[config.mk]
export PLATFORM = sky130hd
export DESIGN_NAME = hall_spin_ctrl_flat
export DESIGN_NICKNAME = d
export VERILOG_FILES = /design/src/rtl/hall_spin_ctrl_pkg.sv /design/src/rtl/hall_spin_ctrl_if.sv /design/src/rtl/hall_spin_ctrl_timer.sv /design/src/rtl/hall_spin_ctrl.sv /design/src/flat_wrapper.sv
export SDC_FILE = /design/constraint.sdc
export NUM_CORES = 1
export LEC_CHECK = 0
export CORE_UTILIZATION = 35
export CTS_BUF_LIST = sky130_fd_sc_hd__clkbuf_16
export DETAILED_ROUTE_END_ITERATION = 8
export GPL_TIMING_DRIVEN = 0
export HOLD_SLACK_MARGIN = 0.02
export PLACE_DENSITY = 0.58
export SLEW_MARGIN = 0
export SYNTH_ARGS = -nofsm -noshare
export SYNTH_HDL_FRONTEND = slang
export SYNTH_SLANG_ARGS = --single-unit
[constraint.sdc]
create_clock -name clk -period 3.4 [get_ports clk]
set_input_delay 0.68 -clock clk [delete_from_list [all_inputs] [get_ports clk]]
set_output_delay 0.68 -clock clk [all_outputs]
set_load 0.005 [all_outputs]
[src/rtl/hall_spin_ctrl_pkg.sv]
// Shared types and constants for the Hall-plate spinning-current sequencer.
package hall_spin_pkg;

  typedef enum logic [2:0] {
    ST_IDLE    = 3'd0,
    ST_SWITCH  = 3'd1,
    ST_SETTLE  = 3'd2,
    ST_CONVERT = 3'd3,
    ST_NEXT    = 3'd4,
    ST_DONE    = 3'd5
  } spin_state_e;

  // Bit set = the reading of that phase is subtracted from the sum.
  localparam logic [3:0] SPIN_SIGN  = 4'b1010;
  localparam logic [3:0] PHASE_IDLE = 4'b0000;

  // One-hot bias phase for a 2-bit phase index.
  function automatic logic [3:0] phase_onehot(input logic [1:0] idx);
    logic [3:0] ph;
    case (idx)
      2'd0:    ph = 4'b0001;
      2'd1:    ph = 4'b0010;
      2'd2:    ph = 4'b0100;
      2'd3:    ph = 4'b1000;
      default: ph = 4'b0000;
    endcase
    return ph;
  endfunction

endpackage

[src/rtl/hall_spin_ctrl_if.sv]
// ADC start/done handshake between the sequencer (master) and the converter (slave).
interface hall_spin_ctrl_if #(
  parameter int ADC_W = 12
) ();
  logic                    adc_start;
  logic                    adc_done;
  logic signed [ADC_W-1:0] adc_data;

  modport master (
    output adc_start,
    input  adc_done,
    input  adc_data
  );

  modport slave (
    input  adc_start,
    output adc_done,
    output adc_data
  );
endinterface

[src/rtl/hall_spin_ctrl_timer.sv]
// Loadable down-counter; terminal flags the last counted cycle (count == 1).
module hall_spin_timer #(
  parameter int CNT_W = 8
) (
  input  logic             clk,
  input  logic             rst_n,
  input  logic             load,
  input  logic             run,
  input  logic [CNT_W-1:0] load_val,
  output logic             terminal
);

  logic [CNT_W-1:0] count_r;

  // Load has priority; otherwise count down while running and hold at zero.
  always_ff @(posedge clk) begin
    if (!rst_n) begin
      count_r <= {CNT_W{1'b0}};
    end else if (load) begin
      count_r <= load_val;
    end else if (run && (count_r != {CNT_W{1'b0}})) begin
      count_r <= count_r - CNT_W'(1);
    end else begin
      count_r <= count_r;
    end
  end

  assign terminal = (count_r == CNT_W'(1));

endmodule

[src/rtl/hall_spin_ctrl.sv]
// Spinning-current sequencer: steps the four bias phases, runs one ADC
// conversion per phase and forms the offset-cancelled Hall sum.
module hall_spin_ctrl
  import hall_spin_pkg::*;
#(
  parameter int ADC_W   = 12,
  parameter int CNT_W   = 8,
  parameter int TIMEOUT = 200
) (
  input  logic                    clk,
  input  logic                    rst_n,
  input  logic                    enable,
  input  logic                    continuous,
  input  logic [CNT_W-1:0]        settle_cycles,
  output logic [3:0]              phases,
  output logic                    phases_update,
  hall_spin_ctrl_if.master        adc,
  output logic signed [ADC_W+1:0] result,
  output logic                    result_valid,
  output logic                    busy,
  output logic                    timeout_err
);

  localparam logic [2:0] S_IDLE    = ST_IDLE;
  localparam logic [2:0] S_SWITCH  = ST_SWITCH;
  localparam logic [2:0] S_SETTLE  = ST_SETTLE;
  localparam logic [2:0] S_CONVERT = ST_CONVERT;
  localparam logic [2:0] S_NEXT    = ST_NEXT;
  localparam logic [2:0] S_DONE    = ST_DONE;

  logic [2:0]              state_r;
  logic [1:0]              idx_r;
  logic signed [ADC_W+1:0] acc_r;
  logic                    enable_q_r;
  logic [3:0]              phases_r;
  logic                    phases_update_r;
  logic                    adc_start_r;
  logic signed [ADC_W+1:0] result_r;
  logic                    result_valid_r;
  logic                    busy_r;
  logic                    timeout_err_r;

  logic [2:0]              state_nxt_s;
  logic [1:0]              idx_nxt_s;
  logic signed [ADC_W+1:0] acc_nxt_s;
  logic [3:0]              phases_nxt_s;
  logic                    phases_update_nxt_s;
  logic                    adc_start_nxt_s;
  logic signed [ADC_W+1:0] result_nxt_s;
  logic                    result_valid_nxt_s;
  logic                    timeout_err_nxt_s;
  logic                    settle_load_s;
  logic                    tmo_load_s;
  logic                    settle_term_s;
  logic                    tmo_term_s;
  logic [CNT_W-1:0]        settle_val_s;
  logic signed [ADC_W+1:0] sample_s;
  logic                    start_req_s;

  // A settle time of zero still spends one cycle in SETTLE.
  assign settle_val_s = (settle_cycles == {CNT_W{1'b0}}) ? CNT_W'(1) : settle_cycles;
  assign sample_s     = {{2{adc.adc_data[ADC_W-1]}}, adc.adc_data};
  // A latched timeout blocks every start until enable is toggled.
  assign start_req_s  = (~enable_q_r | continuous) & ~timeout_err_r;

  hall_spin_timer #(.CNT_W(CNT_W)) u_settle_timer (
    .clk      (clk),
    .rst_n    (rst_n),
    .load     (settle_load_s),
    .run      (state_r == S_SETTLE),
    .load_val (settle_val_s),
    .terminal (settle_term_s)
  );

  hall_spin_timer #(.CNT_W(CNT_W)) u_tmo_timer (
    .clk      (clk),
    .rst_n    (rst_n),
    .load     (tmo_load_s),
    .run      (state_r == S_CONVERT),
    .load_val (CNT_W'(TIMEOUT)),
    .terminal (tmo_term_s)
  );

  // Next-state and next-output decode for the sequencer.
  always_comb begin
    state_nxt_s         = state_r;
    idx_nxt_s           = idx_r;
    acc_nxt_s           = acc_r;
    phases_nxt_s        = phases_r;
    phases_update_nxt_s = 1'b0;
    adc_start_nxt_s     = 1'b0;
    result_nxt_s        = result_r;
    result_valid_nxt_s  = 1'b0;
    timeout_err_nxt_s   = timeout_err_r;
    settle_load_s       = 1'b0;
    tmo_load_s          = 1'b0;

    if (!enable) begin
      // Abort: drop the plate bias, discard the partial sum, clear the error.
      state_nxt_s       = S_IDLE;
      idx_nxt_s         = 2'd0;
      acc_nxt_s         = {(ADC_W+2){1'b0}};
      phases_nxt_s      = PHASE_IDLE;
      timeout_err_nxt_s = 1'b0;
    end else begin
      case (state_r)
        S_IDLE: begin
          if (start_req_s) begin
            state_nxt_s = S_SWITCH;
            idx_nxt_s   = 2'd0;
            acc_nxt_s   = {(ADC_W+2){1'b0}};
          end else begin
            state_nxt_s = S_IDLE;
          end
        end
        S_SWITCH: begin
          phases_nxt_s        = phase_onehot(idx_r);
          phases_update_nxt_s = 1'b1;
          settle_load_s       = 1'b1;
          state_nxt_s         = S_SETTLE;
        end
        S_SETTLE: begin
          if (settle_term_s) begin
            adc_start_nxt_s = 1'b1;
            tmo_load_s      = 1'b1;
            state_nxt_s     = S_CONVERT;
          end else begin
            state_nxt_s = S_SETTLE;
          end
        end
        S_CONVERT: begin
          // A done arriving in the expiry cycle still counts as an answer.
          if (adc.adc_done) begin
            acc_nxt_s   = SPIN_SIGN[idx_r] ? (acc_r - sample_s) : (acc_r + sample_s);
            state_nxt_s = S_NEXT;
          end else if (tmo_term_s) begin
            timeout_err_nxt_s = 1'b1;
            phases_nxt_s      = PHASE_IDLE;
            state_nxt_s       = S_IDLE;
          end else begin
            state_nxt_s = S_CONVERT;
          end
        end
        S_NEXT: begin
          if (idx_r == 2'd3) begin
            state_nxt_s = S_DONE;
          end else begin
            idx_nxt_s   = idx_r + 2'd1;
            state_nxt_s = S_SWITCH;
          end
        end
        S_DONE: begin
          result_nxt_s       = acc_r;
          result_valid_nxt_s = 1'b1;
          if (continuous) begin
            // Back-to-back cycle: the plate stays biased, phase 3 -> phase 0.
            state_nxt_s = S_SWITCH;
            idx_nxt_s   = 2'd0;
            acc_nxt_s   = {(ADC_W+2){1'b0}};
          end else begin
            phases_nxt_s = PHASE_IDLE;
            state_nxt_s  = S_IDLE;
          end
        end
        default: begin
          phases_nxt_s = PHASE_IDLE;
          state_nxt_s  = S_IDLE;
        end
      endcase
    end
  end

  // State, datapath and registered outputs.
  always_ff @(posedge clk) begin
    if (!rst_n) begin
      state_r         <= S_IDLE;
      idx_r           <= 2'd0;
      acc_r           <= {(ADC_W+2){1'b0}};
      enable_q_r      <= 1'b0;
      phases_r        <= PHASE_IDLE;
      phases_update_r <= 1'b0;
      adc_start_r     <= 1'b0;
      result_r        <= {(ADC_W+2){1'b0}};
      result_valid_r  <= 1'b0;
      busy_r          <= 1'b0;
      timeout_err_r   <= 1'b0;
    end else begin
      state_r         <= state_nxt_s;
      idx_r           <= idx_nxt_s;
      acc_r           <= acc_nxt_s;
      enable_q_r      <= enable;
      phases_r        <= phases_nxt_s;
      phases_update_r <= phases_update_nxt_s;
      adc_start_r     <= adc_start_nxt_s;
      result_r        <= result_nxt_s;
      result_valid_r  <= result_valid_nxt_s;
      busy_r          <= (state_nxt_s != S_IDLE);
      timeout_err_r   <= timeout_err_nxt_s;
    end
  end

  assign phases        = phases_r;
  assign phases_update = phases_update_r;
  assign adc.adc_start = adc_start_r;
  assign result        = result_r;
  assign result_valid  = result_valid_r;
  assign busy          = busy_r;
  assign timeout_err   = timeout_err_r;

endmodule

[src/flat_wrapper.sv]
// flat-port wrapper written by rule: the top's interface ports become plain ports
module hall_spin_ctrl_flat import hall_spin_pkg::*;
#(
  parameter int ADC_W   = 12,
  parameter int CNT_W   = 8,
  parameter int TIMEOUT = 200
)
  (clk, rst_n, enable, continuous, settle_cycles, phases, phases_update, result, result_valid, busy, timeout_err, adc_adc_start, adc_adc_done, adc_adc_data);
  hall_spin_ctrl_if #(.ADC_W(ADC_W)) adc_i ();
  input  logic clk;
  input  logic rst_n;
  input  logic enable;
  input  logic continuous;
  input  logic [CNT_W-1:0] settle_cycles;
  output logic [3:0] phases;
  output logic phases_update;
  output logic signed [ADC_W+1:0] result;
  output logic result_valid;
  output logic busy;
  output logic timeout_err;
  output wire logic [$bits(adc_i.adc_start)-1:0] adc_adc_start;
  input wire logic [$bits(adc_i.adc_done)-1:0] adc_adc_done;
  input wire logic [$bits(adc_i.adc_data)-1:0] adc_adc_data;
  assign adc_adc_start = adc_i.adc_start;
  assign adc_i.adc_done = adc_adc_done;
  assign adc_i.adc_data = adc_adc_data;
  hall_spin_ctrl #(.ADC_W(ADC_W), .CNT_W(CNT_W), .TIMEOUT(TIMEOUT)) u_core (.clk(clk), .rst_n(rst_n), .enable(enable), .continuous(continuous), .settle_cycles(settle_cycles), .phases(phases), .phases_update(phases_update), .adc(adc_i), .result(result), .result_valid(result_valid), .busy(busy), .timeout_err(timeout_err));
endmodule
# [Word level (Yosys, flattened, before mapping)]
# Cells that the tools add are included.
[classes] add_sub_neg=5 magnitude_cmp=1 eq_ne=17 mux=35 bitwise=7 n_reduce_logical=20
[op_table] operator="$mux W14" n=4
[op_table] operator="$pmux W14 S3" n=1
[op_table] operator="$mux W8" n=5
[op_table] operator="$pmux W4 S4" n=2
[op_table] operator="$pmux W3 S6" n=1
[op_table] operator="$eq A8 B1 Y1 const B" n=2
[op_table] operator="$reduce_bool A8 Y1" n=2
[op_table] operator="$sub A8 B1 Y8 const B" n=2
[op_table] operator="$add A14 B12 Y14" n=1
[op_table] operator="$sub A14 B12 Y14" n=1
[op_table] operator="$mux W4" n=3
[op_table] operator="$reduce_and A4 Y1" n=3
[op_table] operator="$mux W1" n=10
[op_table] operator="$ne A2 B2 Y1 const B" n=5
[op_table] operator="$mux W3" n=3
[op_table] operator="$reduce_bool A3 Y1" n=3
[op_table] operator="$logic_not A8 Y1" n=1
[op_table] operator="$mux W2" n=4
[op_table] operator="$eq A3 B2 Y1 const B" n=2
[op_table] operator="$eq A3 B3 Y1 const B" n=2
[op_table] operator="$pmux W2 S3" n=1
[op_table] operator="$not A1 Y1" n=5
[op_table] operator="$eq A2 B2 Y1 const B" n=2
[op_table] operator="$ne A2 B1 Y1 const B" n=2
[op_table] operator="15 further kinds" n=18
[totals] register_bits=59 out_inout_bits=23

# [Depth between registers and ports, before layout]
[depth] word_depth=7 mapped_depth=13 mapped_depth_nobuf=13

# [By module]
# From an unflattened synthesis, not the netlist that was laid out.
[hier_totals] hier_cells=437 area_unflattened_um2=3674.8
[by_module_without_submodules] mod="hall_spin_ctrl" instances=1 cells_each=319 area_per_inst_um2=2648.8 seq_area_each_um2=860.8
[by_module_without_submodules] mod="hall_spin_timer" instances=2 cells_each=59 area_per_inst_um2=513.0 seq_area_each_um2=160.2

# [Worst setup path after synthesis]
# No wires, ideal clock.
[synth_path] kind="input -> register" from="input port adc_adc_data[5]" to="register u_core.acc_r[13]" setup_time_ns=0.079 arrival_time_ns=2.859 t_required_ns=3.321 slack_ns=0.462 path_stages=12 path_cell_list="nor4_1 > a31oi_1 > xnor2_1 > ha_1 > clkbuf_1 > a21o_1 > a21oi_1 > nor3b_1 > a221oi_1 > xnor2_1 > nand3b_1 > o211ai_1"
[synth_via] elab_chain_cells=4 word_cells_on_any_way=5
[synth_rtl] element="start, declared" line="flat_wrapper.sv:23" source="input wire logic [$bits(adc_i.adc_data)-1:0] adc_adc_data;"
[synth_rtl] element="$add A14 B12 Y14 or $sub A14 B12 Y14 (tied branches)" line="hall_spin_ctrl.sv:134" source="acc_nxt_s = SPIN_SIGN[idx_r] ? (acc_r - sample_s) : (acc_r + sample_s);"
[synth_rtl] element="$mux W14 (*)" line="hall_spin_ctrl.sv:134"
[synth_rtl] element="$mux W14 (*)" line="hall_spin_ctrl.sv:133" source="if (adc.adc_done) begin"
[synth_rtl] element="$pmux W14 S3 (*)" line="hall_spin_ctrl.sv:106" source="case (state_r)"
[synth_rtl] element="end signal, assigned" line="hall_spin_ctrl.sv:178" source="acc_r <= {(ADC_W+2){1'b0}};"
[synth_rtl] element="end signal, assigned" line="hall_spin_ctrl.sv:190" source="acc_r <= acc_nxt_s;"
[synth_rtl] element="end, declared" line="hall_spin_ctrl.sv:33" source="logic signed [ADC_W+1:0] acc_r;"
# Every way passes the cells marked *; elsewhere a longest branch is shown, timed or not. The select of a mux whose other input is x is not followed.
# A chain may end at the register's enable or synchronous reset.

# [Worst setup path after layout]
# Same ends and word-level chain as after synthesis.

==> results.cfg <==
[setup_path]
cp_common_cell = xnor2_1
crit_fanout = 9
critPathSlowestCell = clkdlybuf4s50_1
crit_type = in -> reg
cp_slowest_stage_delay_ns = 0.50
rrSetupSlack_ns = 0.31
reg2reg_from = u_core.idx_r[0]
r2r_cells = 12
cp-end-kind = register
arrival_ns = 3.51
start_kind = input port
r2r-end = u_core.acc_r[6]
worstPathRequired_ns = 3.61
cp_cell_sequence = clkdlybuf4s50_1, nor4_4, a31oi_1, xnor2_1, ha_1, a21o_1, a21oi_2, nor3b_1, a221oi_2, xnor2_1, buf_4, nand3b_1, o211ai_1

[floorplan]
die_area_mm2 = 0.0103
core_mm2 = 0.00942
rows = 35
initial_core_util_pct = 36.9
fp.dieW_um = 102
ios = 48
dieHeight_um = 102

[logic_synthesis]
synth_flop_cell = dfxtp_1
yosysMostFrequentCell = dfxtp_1
synth_mux_area_share_pct = 1.26
synth_xor_area_share_pct = 6.82
synthCells = 434
synth_compound_area_share_pct = 19.1
yosys.area.top_type = dfxtp_1
syn-num-nets = 484
synth_top_family_by_area = simple AND/OR/NAND/NOR gates
yosys_warnings = 0
synth_cell_types = 61
syn-cell-area_mm2 = 0.00347
synth_top_cell_area_share_pct = 34.0
ys_top_cells_by_count = 59 x dfxtp_1, 57 x nand2_1, 50 x a21oi_1
synth_edf_count = 0
avgSynthCellArea_um2 = 7.99
ys_async_sr_fraction_pct = 0
yosysSeqAreaShare_pct = 34.0
synth.area.top_cells = dfxtp_1 34%, ha_1 8.7%, a21oi_1 7.2%
synth-seq-cells = 59
yosys.area_share.adder_pct = 9.23
yosys.area_share.simple_pct = 25.2

[placement]
dp_slack_ns = -0.538
gp_congestion = 0.854
hpwl_um = 6400
io_buffers = 47
place_area_mm2 = 0.00410

[clock_tree]
cts_max_path_buffers = 2
h-tree-depth = 3
root_buffer = clkbuf_16
cts_made_buffers = 9
cts.sinks = 59
clk_pin_slew_ns = 0.05
worstSkewPairLatency_ns = 0.33
cts_tree = done

[timing]
slew_headroom_pct = 54.8
worst_hold_slack_ns = 0.456
setup_viol = 0
finalHoldViolCount = 0
timing.final.ws_setup_ns = 0.101
fmax_ghz = 0.303
timing.final.crit_share_pct = 97.0
worst_pin_slew_ns = 0.672
drv_slew = 0
rsz0062_at_grt = yes
finalClockSkew_ns = 0.00532
min_period_ns = 3.30

[layout]
diodes = 0
nNetsFinal = 543
fin_area_mm2 = 0.00449
post-route-util_pct = 47.7
drive_above_1_share_pct = 8.23
area.growth.synth_to_final_pct = 29.4

[power]
peakVddDrop_uv = 261
finalPower_w = 0.00192
p_leak_nw = 1.68
p_per_area_mw_per_mm2 = 428

[min_path]
min_to = u_core.result[11]
whs_path_depth = 2
hp-class = reg -> reg
min_from = u_core.result[11]

[global_routing]
grt_max_degree = 11
grt_pass1_wl_um = 14000
grt_pass1_vias = 3003
track_usage_pct = 17.6
antenna_found_initial = 0
grt_overflow_total = 0

[route]
drt_iter0_markers = 111
final_antenna_net_count = 0
wirelength_um = 8250
avgRoutedWirePerCell_um = 13.2
vias = 3116
drc = 0
first_pass_iters = 4
viasPerCell = 4.97

[status]
run_status = finished, final reports clean

[job]
cap_violations = 0
==> cells by family (layout without fill, tap and decap cells) <==
logic type | after synthesis | in the layout
buffers and inverters | 35 | 99
multiplexers | 4 | 4
AND/OR/NAND/NOR | 178 | 178
flip-flops | 59 | 59
XOR/XNOR | 27 | 27
adder cells (fa/ha/maj) | 25 | 25
AO/OA/AOI/OAI | 106 | 106
==> how the worst max path moves through the flow <==
stage                         start          endpoint  slack (ns)  cells past startpoint
finish              adc_adc_data[5]  u_core.acc_r[13]        0.10                     13
global route        adc_adc_data[4]  u_core.acc_r[13]       -0.10                     15
CTS                 adc_adc_data[2]  u_core.acc_r[13]       0.002                     15
detailed placement  adc_adc_data[2]  u_core.acc_r[13]       -0.54                     13
global placement    adc_adc_data[2]  u_core.acc_r[13]       -0.42                     13
floorplan           adc_adc_data[5]  u_core.acc_r[13]        0.46                     12
==> state kept, by name (all words and copies together) (netlist names), 2 cells and up <==
name                           cells
u_core.phases                      4
u_core.result                     14
u_core.acc_r                      14
u_core.state_r                     3
u_core.idx_r                       2
u_core.u_settle_timer.count_r      8
u_core.u_tmo_timer.count_r         8
==> stage by stage <==
step	std cells	setup TNS [ns]
2_1_floorplan	434	0
3_3_place_gp	610	-1.72
3_5_place_dp	610	-1.87
4_1_cts	627	0
5_1_grt	627	-0.101
6_report	627	0
==> timing repair <==
item / CTS / global route
gates resized for setup: 4 / 6
pin swaps: 2 / 0
endpoints found under the setup margin: 2 / 6
buffers inserted: 2 / 0
hold buffers: 0 / 0
==> report_power, final <==
| group | internal, W | leakage [nW] | switching [W] |
|---|---|---|---|
| Clock | 0.000705 | 0.162 | 0.000311 |
| Combinational | 0.0000882 | 1.04 | 0.000104 |
| Sequential | 0.000703 | 0.477 | 0.00000871 |
==> layer usage <==
metal / up-vias / wire, um / global-route usage [%]
met2: 54 / 3690 / 28.9
met1: 1402 / 4130 / 22.0
li1: 1648 / - / -
met5: - / 0 / 0
met4: 0 / 137 / 6.91
met3: 12 / 296 / 4.55
==> worst max-delay path, delay by kind of cell <==
| kind | cells | cell delay (ns) |
|---|---|---|
| compound gates | 5 | 0.73 |
| simple gates | 3 | 0.71 |
| buf+inv | 2 | 0.66 |
| xor+xnor | 2 | 0.37 |
| fa+ha+maj | 1 | 0.36 |
==> cells in the final DEF, fill, tap and decap left out, drive strengths merged, types with 3 or more instances in the layout <==
cell	count
dfxtp	59
nand2	58
a21oi	51
nor2	46
clkdlybuf4s50	44
ha	24
xnor2	22
clkbuf	22
nor3	19
inv	15
nand3	10
o21ai	10
nor4	10
a21o	9
nor2b	9
buf	7
a211oi	5
nand2b	5
xor2	5
clkinv	5
a221oi	5
a31oi	4
a22o	4
mux2	3
o22ai	3
or3	3
and3	3
nand3b	3
o211ai	3
o41ai	3
bufinv	3
==> final cells by class <==
type                    count  area, um2
inverters                  16       60.1
flip-flops and latches     59       1180
fillers                   949       4930
clock inverters             7        106
clock buffers               9        225
multi-input cells         340       2180
well taps                 129        161
repair buffers             49        489
plain buffers              18       85.1
Note: power is estimated with default switching activity, not from simulation.
